--- src/rtl/lut_cfg_pkg.sv ---
// Shared types and constants for the LUT programming front-end.
// LUT_CFG_READBACK_EN adds the VERIFY readback pass.
package lut_cfg_pkg;

    localparam int LUT_SIZE_DEF = 16;
    localparam int IDX_W        = $clog2(LUT_SIZE_DEF);
    localparam int HOLD_CYC_DEF = 1;
    localparam int HOLD_W       = 4;

    function automatic int cfg_latency(input int lut_size, input int hold_cyc);
`ifdef LUT_CFG_READBACK_EN
        return lut_size * (1 + hold_cyc) + 1 + 2 * lut_size;
`else
        return lut_size * (1 + hold_cyc) + 1;
`endif
    endfunction

    localparam int CFG_LATENCY_DEF = cfg_latency(LUT_SIZE_DEF, HOLD_CYC_DEF);

    typedef enum logic [2:0] {
        IDLE,
        SETUP,
        STROBE,
`ifdef LUT_CFG_READBACK_EN
        VERIFY,
`endif
        DONE
    } state_t;

endpackage

--- src/rtl/lut_strobe_gen.sv ---
// Registered one-hot write strobe buses for the two LUTs.
// Only the selected LUT's bus ever carries the active bit.
module lut_strobe_gen
    import lut_cfg_pkg::*;
#(
    parameter int LUT_SIZE = LUT_SIZE_DEF,
    parameter int IW       = IDX_W
) (
    input  logic                clk,
    input  logic                rst,
    input  logic                en,
    input  logic                sel,
    input  logic [IW-1:0]       idx,
    output logic [0:LUT_SIZE-1] write_in_1,
    output logic [0:LUT_SIZE-1] write_in_2
);

    logic [0:LUT_SIZE-1] oh;

    always_comb begin
        oh = '0;
        if (en) oh[idx] = 1'b1;
    end

    always_ff @(posedge clk or posedge rst) begin
        if (rst) begin
            write_in_1 <= '0;
            write_in_2 <= '0;
        end else begin
            write_in_1 <= sel ? '0 : oh;
            write_in_2 <= sel ? oh : '0;
        end
    end

endmodule

--- src/rtl/lut_cfg_writer.sv ---
// Serialises a truth-table word into per-cell write strobes for LUT_0/LUT_1.
// Define LUT_CFG_READBACK_EN to add a readback VERIFY pass and cfg_err.
module lut_cfg_writer
    import lut_cfg_pkg::*;
#(
    parameter int LUT_SIZE = LUT_SIZE_DEF,
    parameter int HOLD_CYC = HOLD_CYC_DEF
) (
    input  logic                clk,
    input  logic                rst,
    input  logic                cfg_valid,
    output logic                cfg_ready,
    input  logic                cfg_sel,
    input  logic [LUT_SIZE-1:0] cfg_data,
    output logic [0:LUT_SIZE-1] write_in_1,
    output logic [0:LUT_SIZE-1] write_in_2,
    output logic                RnW_1,
    output logic                RnW_2,
    output logic                data_in_1,
    output logic                data_in_2,
    output logic                busy,
`ifdef LUT_CFG_READBACK_EN
    input  logic                out_lut_1,
    input  logic                out_lut_2,
    output logic                cfg_err,
`endif
    output logic                done
);

    localparam int                IW      = $clog2(LUT_SIZE);
    localparam logic [IW-1:0]     LAST    = IW'(LUT_SIZE - 1);
    localparam logic [HOLD_W-1:0] HOLD_LD = HOLD_W'(HOLD_CYC - 1);
`ifdef LUT_CFG_READBACK_EN
    localparam state_t POST_WR = VERIFY;
`else
    localparam state_t POST_WR = DONE;
`endif

    state_t              state, nxt;
    logic [IW-1:0]       idx, idx_nxt;
    logic [HOLD_W-1:0]   hcnt, hcnt_nxt;
    logic [LUT_SIZE-1:0] data_reg;
    logic                sel_reg;
    logic                accept;
    logic                rnw_c, dat_c, en_c, done_c;

    assign accept = cfg_valid && cfg_ready;

    always_comb begin
        nxt      = state;
        idx_nxt  = idx;
        hcnt_nxt = hcnt;
        unique case (state)
            IDLE: if (accept) begin
                nxt     = SETUP;
                idx_nxt = '0;
            end
            SETUP: begin
                nxt      = STROBE;
                hcnt_nxt = HOLD_LD;
            end
            STROBE: begin
                if (hcnt != '0) begin
                    hcnt_nxt = hcnt - 1'b1;
                end else if (idx == LAST) begin
                    nxt      = POST_WR;
                    idx_nxt  = '0;
                    hcnt_nxt = '0;
                end else begin
                    nxt     = SETUP;
                    idx_nxt = idx + 1'b1;
                end
            end
`ifdef LUT_CFG_READBACK_EN
            // hcnt doubles as the 2-cycle read phase counter here
            VERIFY: begin
                if (hcnt == '0) begin
                    hcnt_nxt = 1;
                end else begin
                    hcnt_nxt = '0;
                    if (idx == LAST) nxt = DONE;
                    else idx_nxt = idx + 1'b1;
                end
            end
`endif
            DONE:    nxt = IDLE;
            default: nxt = IDLE;
        endcase
    end

    always_ff @(posedge clk or posedge rst) begin
        if (rst) begin
            state     <= IDLE;
            idx       <= '0;
            hcnt      <= '0;
            cfg_ready <= 1'b1;
            busy      <= 1'b0;
        end else begin
            state     <= nxt;
            idx       <= idx_nxt;
            hcnt      <= hcnt_nxt;
            cfg_ready <= (nxt == IDLE);
            busy      <= (nxt != IDLE);
        end
    end

    always_ff @(posedge clk or posedge rst) begin
        if (rst) begin
            data_reg <= '0;
            sel_reg  <= 1'b0;
        end else if (accept) begin
            data_reg <= cfg_data;
            sel_reg  <= cfg_sel;
        end
    end

    always_comb begin
        rnw_c  = 1'b1;
        dat_c  = 1'b0;
        en_c   = 1'b0;
        done_c = 1'b0;
        unique case (state)
            SETUP: begin
                rnw_c = 1'b0;
                dat_c = data_reg[idx];
            end
            STROBE: begin
                rnw_c = 1'b0;
                dat_c = data_reg[idx];
                en_c  = 1'b1;
            end
`ifdef LUT_CFG_READBACK_EN
            VERIFY: en_c = 1'b1;
`endif
            DONE:    done_c = 1'b1;
            default: ;
        endcase
    end

    // Pin registers follow the state by one cycle; unselected LUT stays idle
    always_ff @(posedge clk or posedge rst) begin
        if (rst) begin
            RnW_1     <= 1'b1;
            RnW_2     <= 1'b1;
            data_in_1 <= 1'b0;
            data_in_2 <= 1'b0;
            done      <= 1'b0;
        end else begin
            RnW_1     <= sel_reg ? 1'b1 : rnw_c;
            RnW_2     <= sel_reg ? rnw_c : 1'b1;
            data_in_1 <= ~sel_reg & dat_c;
            data_in_2 <= sel_reg & dat_c;
            done      <= done_c;
        end
    end

    lut_strobe_gen #(
        .LUT_SIZE (LUT_SIZE),
        .IW       (IW)
    ) u_strobe (
        .clk        (clk),
        .rst        (rst),
        .en         (en_c),
        .sel        (sel_reg),
        .idx        (idx),
        .write_in_1 (write_in_1),
        .write_in_2 (write_in_2)
    );

`ifdef LUT_CFG_READBACK_EN
    logic          chk_pend;
    logic [IW-1:0] chk_idx;

    // Sample lands at the end of the second cycle the read strobe is on the pins
    always_ff @(posedge clk or posedge rst) begin
        if (rst) begin
            chk_pend <= 1'b0;
            chk_idx  <= '0;
            cfg_err  <= 1'b0;
        end else begin
            chk_pend <= (state == VERIFY) && (hcnt != '0);
            chk_idx  <= idx;
            if (accept)
                cfg_err <= 1'b0;
            else if (chk_pend &&
                     ((sel_reg ? out_lut_2 : out_lut_1) != data_reg[chk_idx]))
                cfg_err <= 1'b1;
        end
    end
`endif

endmodule

--- config.mk ---
export PLATFORM = sky130hd
export DESIGN_NAME = lut_cfg_writer
export DESIGN_NICKNAME = d
export VERILOG_FILES = /design/src/rtl/lut_cfg_pkg.sv /design/src/rtl/lut_strobe_gen.sv /design/src/rtl/lut_cfg_writer.sv
export SDC_FILE = /design/constraint.sdc
export NUM_CORES = 1
export LEC_CHECK = 0
export CAP_MARGIN = 15
export CORE_ASPECT_RATIO = 2
export CORE_MARGIN = 2
export CORE_UTILIZATION = 52
export CTS_BUF_LIST = sky130_fd_sc_hd__clkbuf_8
export CTS_CLUSTER_SIZE = 10
export DETAILED_ROUTE_END_ITERATION = 8
export PLACE_DENSITY = 0.92
export SYNTH_ARGS = -nofsm -noshare
export SYNTH_HDL_FRONTEND = slang
export SYNTH_HIERARCHICAL = 1
export SYNTH_SLANG_ARGS = --single-unit
--- constraint.sdc ---
create_clock -name clk -period 2 [get_ports clk]
set_input_delay 0.4 -clock clk [delete_from_list [all_inputs] [get_ports clk]]
set_output_delay 0.4 -clock clk [all_outputs]
set_load 0.02 [all_outputs]
# == Word-level counts from Yosys, hierarchy flattened ==
# Cells that the tools add are included.
# word_totals
mem_bits_rw,0
mem_count,0
latchBits,0
elab_cells,65
ff_bits,67
out_inout_bits,39
romBits,0
# op_classes
bitwise,4
n_reduce_logical,11
n_div,0
n_eq_ne,7
n_mux,24
multipliers,0
addsub,2
shifts,0
magnitude_cmp,3
# ops
operator,n
$mux 16,3
$mux 4,5
$pmux 4 s2,2
$pmux 3 s3,1
$mux 1,8
$eq 3x2->1 const B,2
$logic_not 3->1,2
$mux 3,2
$ge 5x5->1 const B,1
$lt 4x5->1 const B,1
$lt 5x1->1 const B,1
$not 4->5,1
$add 4x1->4 const B,1
$bmux 1 s4,1
$demux 1 s4,1
$eq 4x4->1 const B,1
$ne 2x2->1 const B,2
$reduce_bool 2->1,2
$reduce_bool 4->1,1
$sub 4x1->4 const B,1
$eq 3x1->1 const B,1
$ne 3x3->1 const B,1
$reduce_and 3->1,1
$reduce_bool 3->1,1
6 further kinds,8

# == Logic depth before layout (Yosys ltp) ==
# logic_depth
depth_word,7
mapped_depth,6
ltp_nobuf,6

# == By module ==
# The synthesis kept the hierarchy.
# by_module_without_submodules
module,area_per_inst_um2,seq_area_each_um2,cells_each,n_inst
lut_cfg_writer,1586.5,879.6,132,1
lut_strobe_gen,1076.0,800.8,83,1

# == Worst setup path after synthesis ==
# Ideal clock, no wire load.
# synth_path
path_type,reg-to-reg
start,register state[0]
end,register u_strobe/write_in_1[0] in the netlist's numbering
t_arrival_ns,1.628
setup_slack_ns,0.291
stages_incl_launch_ff,6
required_time_ns,1.919
setup_time_ns,0.081
path_cell_list,dfrtp_1 -> clkbuf_1 -> or3b_1 -> inv_2 -> or4b_4 -> nor3_2
# synth_between
elab_chain_len,4
# synth_lines
item,line_no,source
from (decl),lut_cfg_writer.sv:39,"state_t state, nxt;"
from (signal assigned),lut_cfg_writer.sv:99,state <= nxt;
$eq 3x2->1,lut_cfg_writer.sv:122,unique case (state)
$mux 1,lut_cfg_writer.sv:122,
net en_c,lut_cfg_writer.sv:45,"logic rnw_c, dat_c, en_c, done_c;"
$mux 16,lut_strobe_gen.sv:22,if (en) oh[idx] = 1'b1;
$mux 16,lut_strobe_gen.sv:30,write_in_1 <= sel ? '0 : oh;
to (signal assigned),lut_strobe_gen.sv:30,
to (decl),lut_strobe_gen.sv:14,"output logic [0:LUT_SIZE-1] write_in_1,"
# The timed path passes the listed nets, and every way through them passes these cells.
# A chain may end at the register's enable or synchronous reset.

# == Worst setup path in the final report ==
# layout_path
start,register cfg_ready
end,output cfg_ready
# layout_lines
item,line_no,source
from (decl),lut_cfg_writer.sv:12,"output logic cfg_ready,"
from (signal assigned),lut_cfg_writer.sv:102,cfg_ready <= (nxt == IDLE);
# No word-level cell between the ends.

==> summary.md <==
| Metric | Value |
|---|---|
| Top_reg_cell synth | dfrtp_1 |
| Rows | 36 |
| Setup TNS | 0 ns |
| Skew final | between 0.006 and 0.007 ns |
| CTS H-tree lvls | 3 |
| I/O Buffers | 58 |
| Fill count | 331 |
| Pre-antenna DRT Iters | 4 |
| Number of global-route vias before repair | approximately 2000 |
| RSZ-0062 raised after global routing | no |
| Finished layout cell area | about 0.0036 mm² |
| Cell Area, Placed | 0.003341 mm² |
| DP HPWL | slightly below 4 mm |
| Max-Cap Viols | 0 |
| DR iter-0 viols | between 60 and 70 |
| Synthesized area per cell | 12.38 µm² |
| Layout cells sized above 1 | between 15 and 20% |
| Mux cell area share after synthesis | between 10% and 20% |
| Die width | 54.60 µm |
| Largest family of logic cells by synthesized area | simple AND/OR/NAND/NOR gates |
| Post-CTS sizing | 0 |
| Chip height | 105.2 µm |
| Hold bufs inserted after CTS | 0 |
| Total gr overflow | 0 |
| Post-Synth Adder-Cell Area | 1.410% |
| Crit. End Element | output pin |
| Core region area | 0.004910 mm² |
| Post-CTS setup buffers | 0 |
| Mapped Cells | around 220 |
| Slew headroom | 64.97% |
| Warnings from Yosys | 6 |
| P&R area growth vs syn | 34.07% |
| Util after Layout | between 70% and 80% |
| GPL Wtd Cong | between 0.7 and 0.8 |
| Post-synth ARST share | 100.0% |
| Simple-gate area share of the yosys netlist | ~15% |
| R2r startpoint | idx[1] |
| CTS Buffer Depth | 2 |
| Setup crit start kind | flip-flop |
| Syn_nets | ~240 |
| Clk slew on worst S/H paths | ~0.070 ns |
| Critical path class | reg2out |
| IO Pins | 59 |
| Final setup violating endpoints | 0 |
| Total die area | 0.005743 mm² |
| Final period util | 93.61% |
| DRT antenna net count | 0 |
| Slew @ Worst Pin | around 0.52 ns |
| Total Wirelength | about 5.2 mm |
| Cell Area, Synth | approximately 0.0027 mm² |
| Number of enable flip-flop cells after synthesis | 0 |
| Critical Path Fanout Max | 2 |
| First-pass GRT wire length | between 8 and 9 mm |
| CTS sink cnt | 67 |
| Final period demand of the worst path | ~1.9 ns |
| Synth cell types | 39 |
| Hold Crit Class | in2async |
| Via count of the routed design | 1886 |
| Compound-Gate Fraction of Synth Area | roughly 4.6% |
| CP bufs+invs | 1 |
| Critical Path RT | approximately 1.6 ns |
| Synthesized flop and latch total | between 60 and 70 |
| Reg2Reg Depth | 5 |
| TritonCTS clock tree | done |
| Post-synthesis xor/xnor area fraction | less than 1% |
| Lkg Pwr | 1.571 nW |
| Commonest non-fill, non-tap cell in the layout | dfrtp_1 |
| Initial antenna violation count | 0 |
| Max Slew Vio Count | 0 |
| Post-route setup slack | 0.1279 ns |
| Hold Violations, Final | 0 |
| Pre-CTS WS | 0.2893 ns |
| Seq/Total Area, Yosys | between 60% and 70% |
| Vias per cell | 5.435 |
| Worst vdd ir | around 1000 µV |
| Setup slack, reg-to-reg | approximately 0.26 ns |
| PwrDens | slightly below 900 mW/mm² |
| CTS Buf Count | 9 |
| CP max stage delay | 0.60 ns |
| Total track usage | a little over a fifth |
| Largest net degree at the start of global routing | 33 |
| Clock Latency Late Sink | between 0.3 and 0.4 ns |
| Critical-path cell list | clkdlybuf4s50_1 |
| Root Buffer | clkbuf_8 |
| Pwr Total | 3.093 mW |
| Post-DR wirelength/cell | around 15 µm |
| Most frequent cells in the layout | dfrtp_1 (64), clkdlybuf4s50_1 (58), nor2_1 (31) |
| Status | finished clean |
| Initial Util | ~54% |
| WP data arrival | 1.47 ns |
| Drt drc | 0 |
| Family with the most delay on the worst path | buffers and inverters |
| Fmax | around 530 MHz |
| Antenna diodes | 0 |
| Nets | a little over 300 |
| Reg-to-Reg End | data_in_2 |
| Slowest cell on crit path | clkdlybuf4s50_1 |
-- through the flow --
| stage | instances | hold WS [ns] |
|---|---|---|
| detailed placement | 332 | 0.4774 |
| global placement | 332 | 0.4691 |
| floorplan | 215 | 0.4322 |
| global route | 347 | 0.4642 |
| CTS | 347 | 0.4489 |
| finish | 347 | 0.4479 |
-- Yosys cell counts (2+ instances only) --
library cell | instances | area [µm²]
a21oi_1 | 7 | 35.03
buf_2 | 3 | 15.01
buf_6 | 2 | 22.52
clkbuf_1 | 3 | 11.26
dfrtp_1 | 64 | 1602
dfstp_2 | 3 | 78.83
ha_1 | 3 | 37.54
inv_1 | 11 | 41.29
inv_2 | 2 | 7.510
mux2_1 | 7 | 78.83
mux2_2 | 11 | 123.9
mux2i_1 | 6 | 60.06
mux4_2 | 2 | 45.04
nand2_1 | 11 | 41.29
nand2b_1 | 5 | 31.28
nand3_1 | 3 | 15.01
nand4_1 | 2 | 12.51
nand4b_1 | 3 | 26.28
nand4bb_1 | 4 | 45.04
nor2_1 | 31 | 116.4
nor2b_1 | 2 | 12.51
nor3_1 | 10 | 50.05
o21ai_1 | 2 | 10.01
o22ai_1 | 2 | 12.51
xnor2_1 | 2 | 17.52
-- worst max path at each step --
stage,depth (start not counted),endpoint,start,slack (ns)
3_5_place_dp,6,busy,hcnt[0],0.29
4_1_cts,1,cfg_ready,cfg_ready,0.12
6_report,1,cfg_ready,cfg_ready,0.13
5_1_grt,1,RnW_2,RnW_2,0.10
3_3_place_gp,5,hcnt[3],idx[1],0.32
2_1_floorplan,5,u_strobe/write_in_1[0],state[0],0.29
-- final cells by class --
cell class	count	area, µm²	share of cell area [%]
sequential	67	1680	47.07
timing repair buffer	68	655.6	18.37
clock inverter	6	105.1	2.944
inverter	13	48.80	1.367
tap	57	71.32	1.998
clock buffer	9	123.9	3.470
multi-input combinational	127	884.6	24.78
-- report_power, final --
group | total [mW] | switching, mW | internal [mW]
registers | 1.50 | 0.0587 | 1.44
logic | 0.305 | 0.142 | 0.163
clock network | 1.29 | 0.474 | 0.814
-- kinds of logic after synthesis --
| group | count (synthesis) |
|---|---|
| flops | 67 |
| other cells | 1 |
| fa+ha+maj | 3 |
| compound gates | 19 |
| mux | 26 |
| simple gates | 76 |
| buf+inv | 21 |
| xor+xnor | 2 |
-- per-layer routing --
layer | share of wire (%) | global-route usage [%] | vias up
li1 | - | - | 873
met3 | 4.0 | 4.714 | 21
met4 | 4.9 | 15.00 | 0
met1 | 33 | 22.31 | 919
met2 | 58 | 35.88 | 73
met5 | 0 | 0 | -
(Power assumes the default switching activity.)
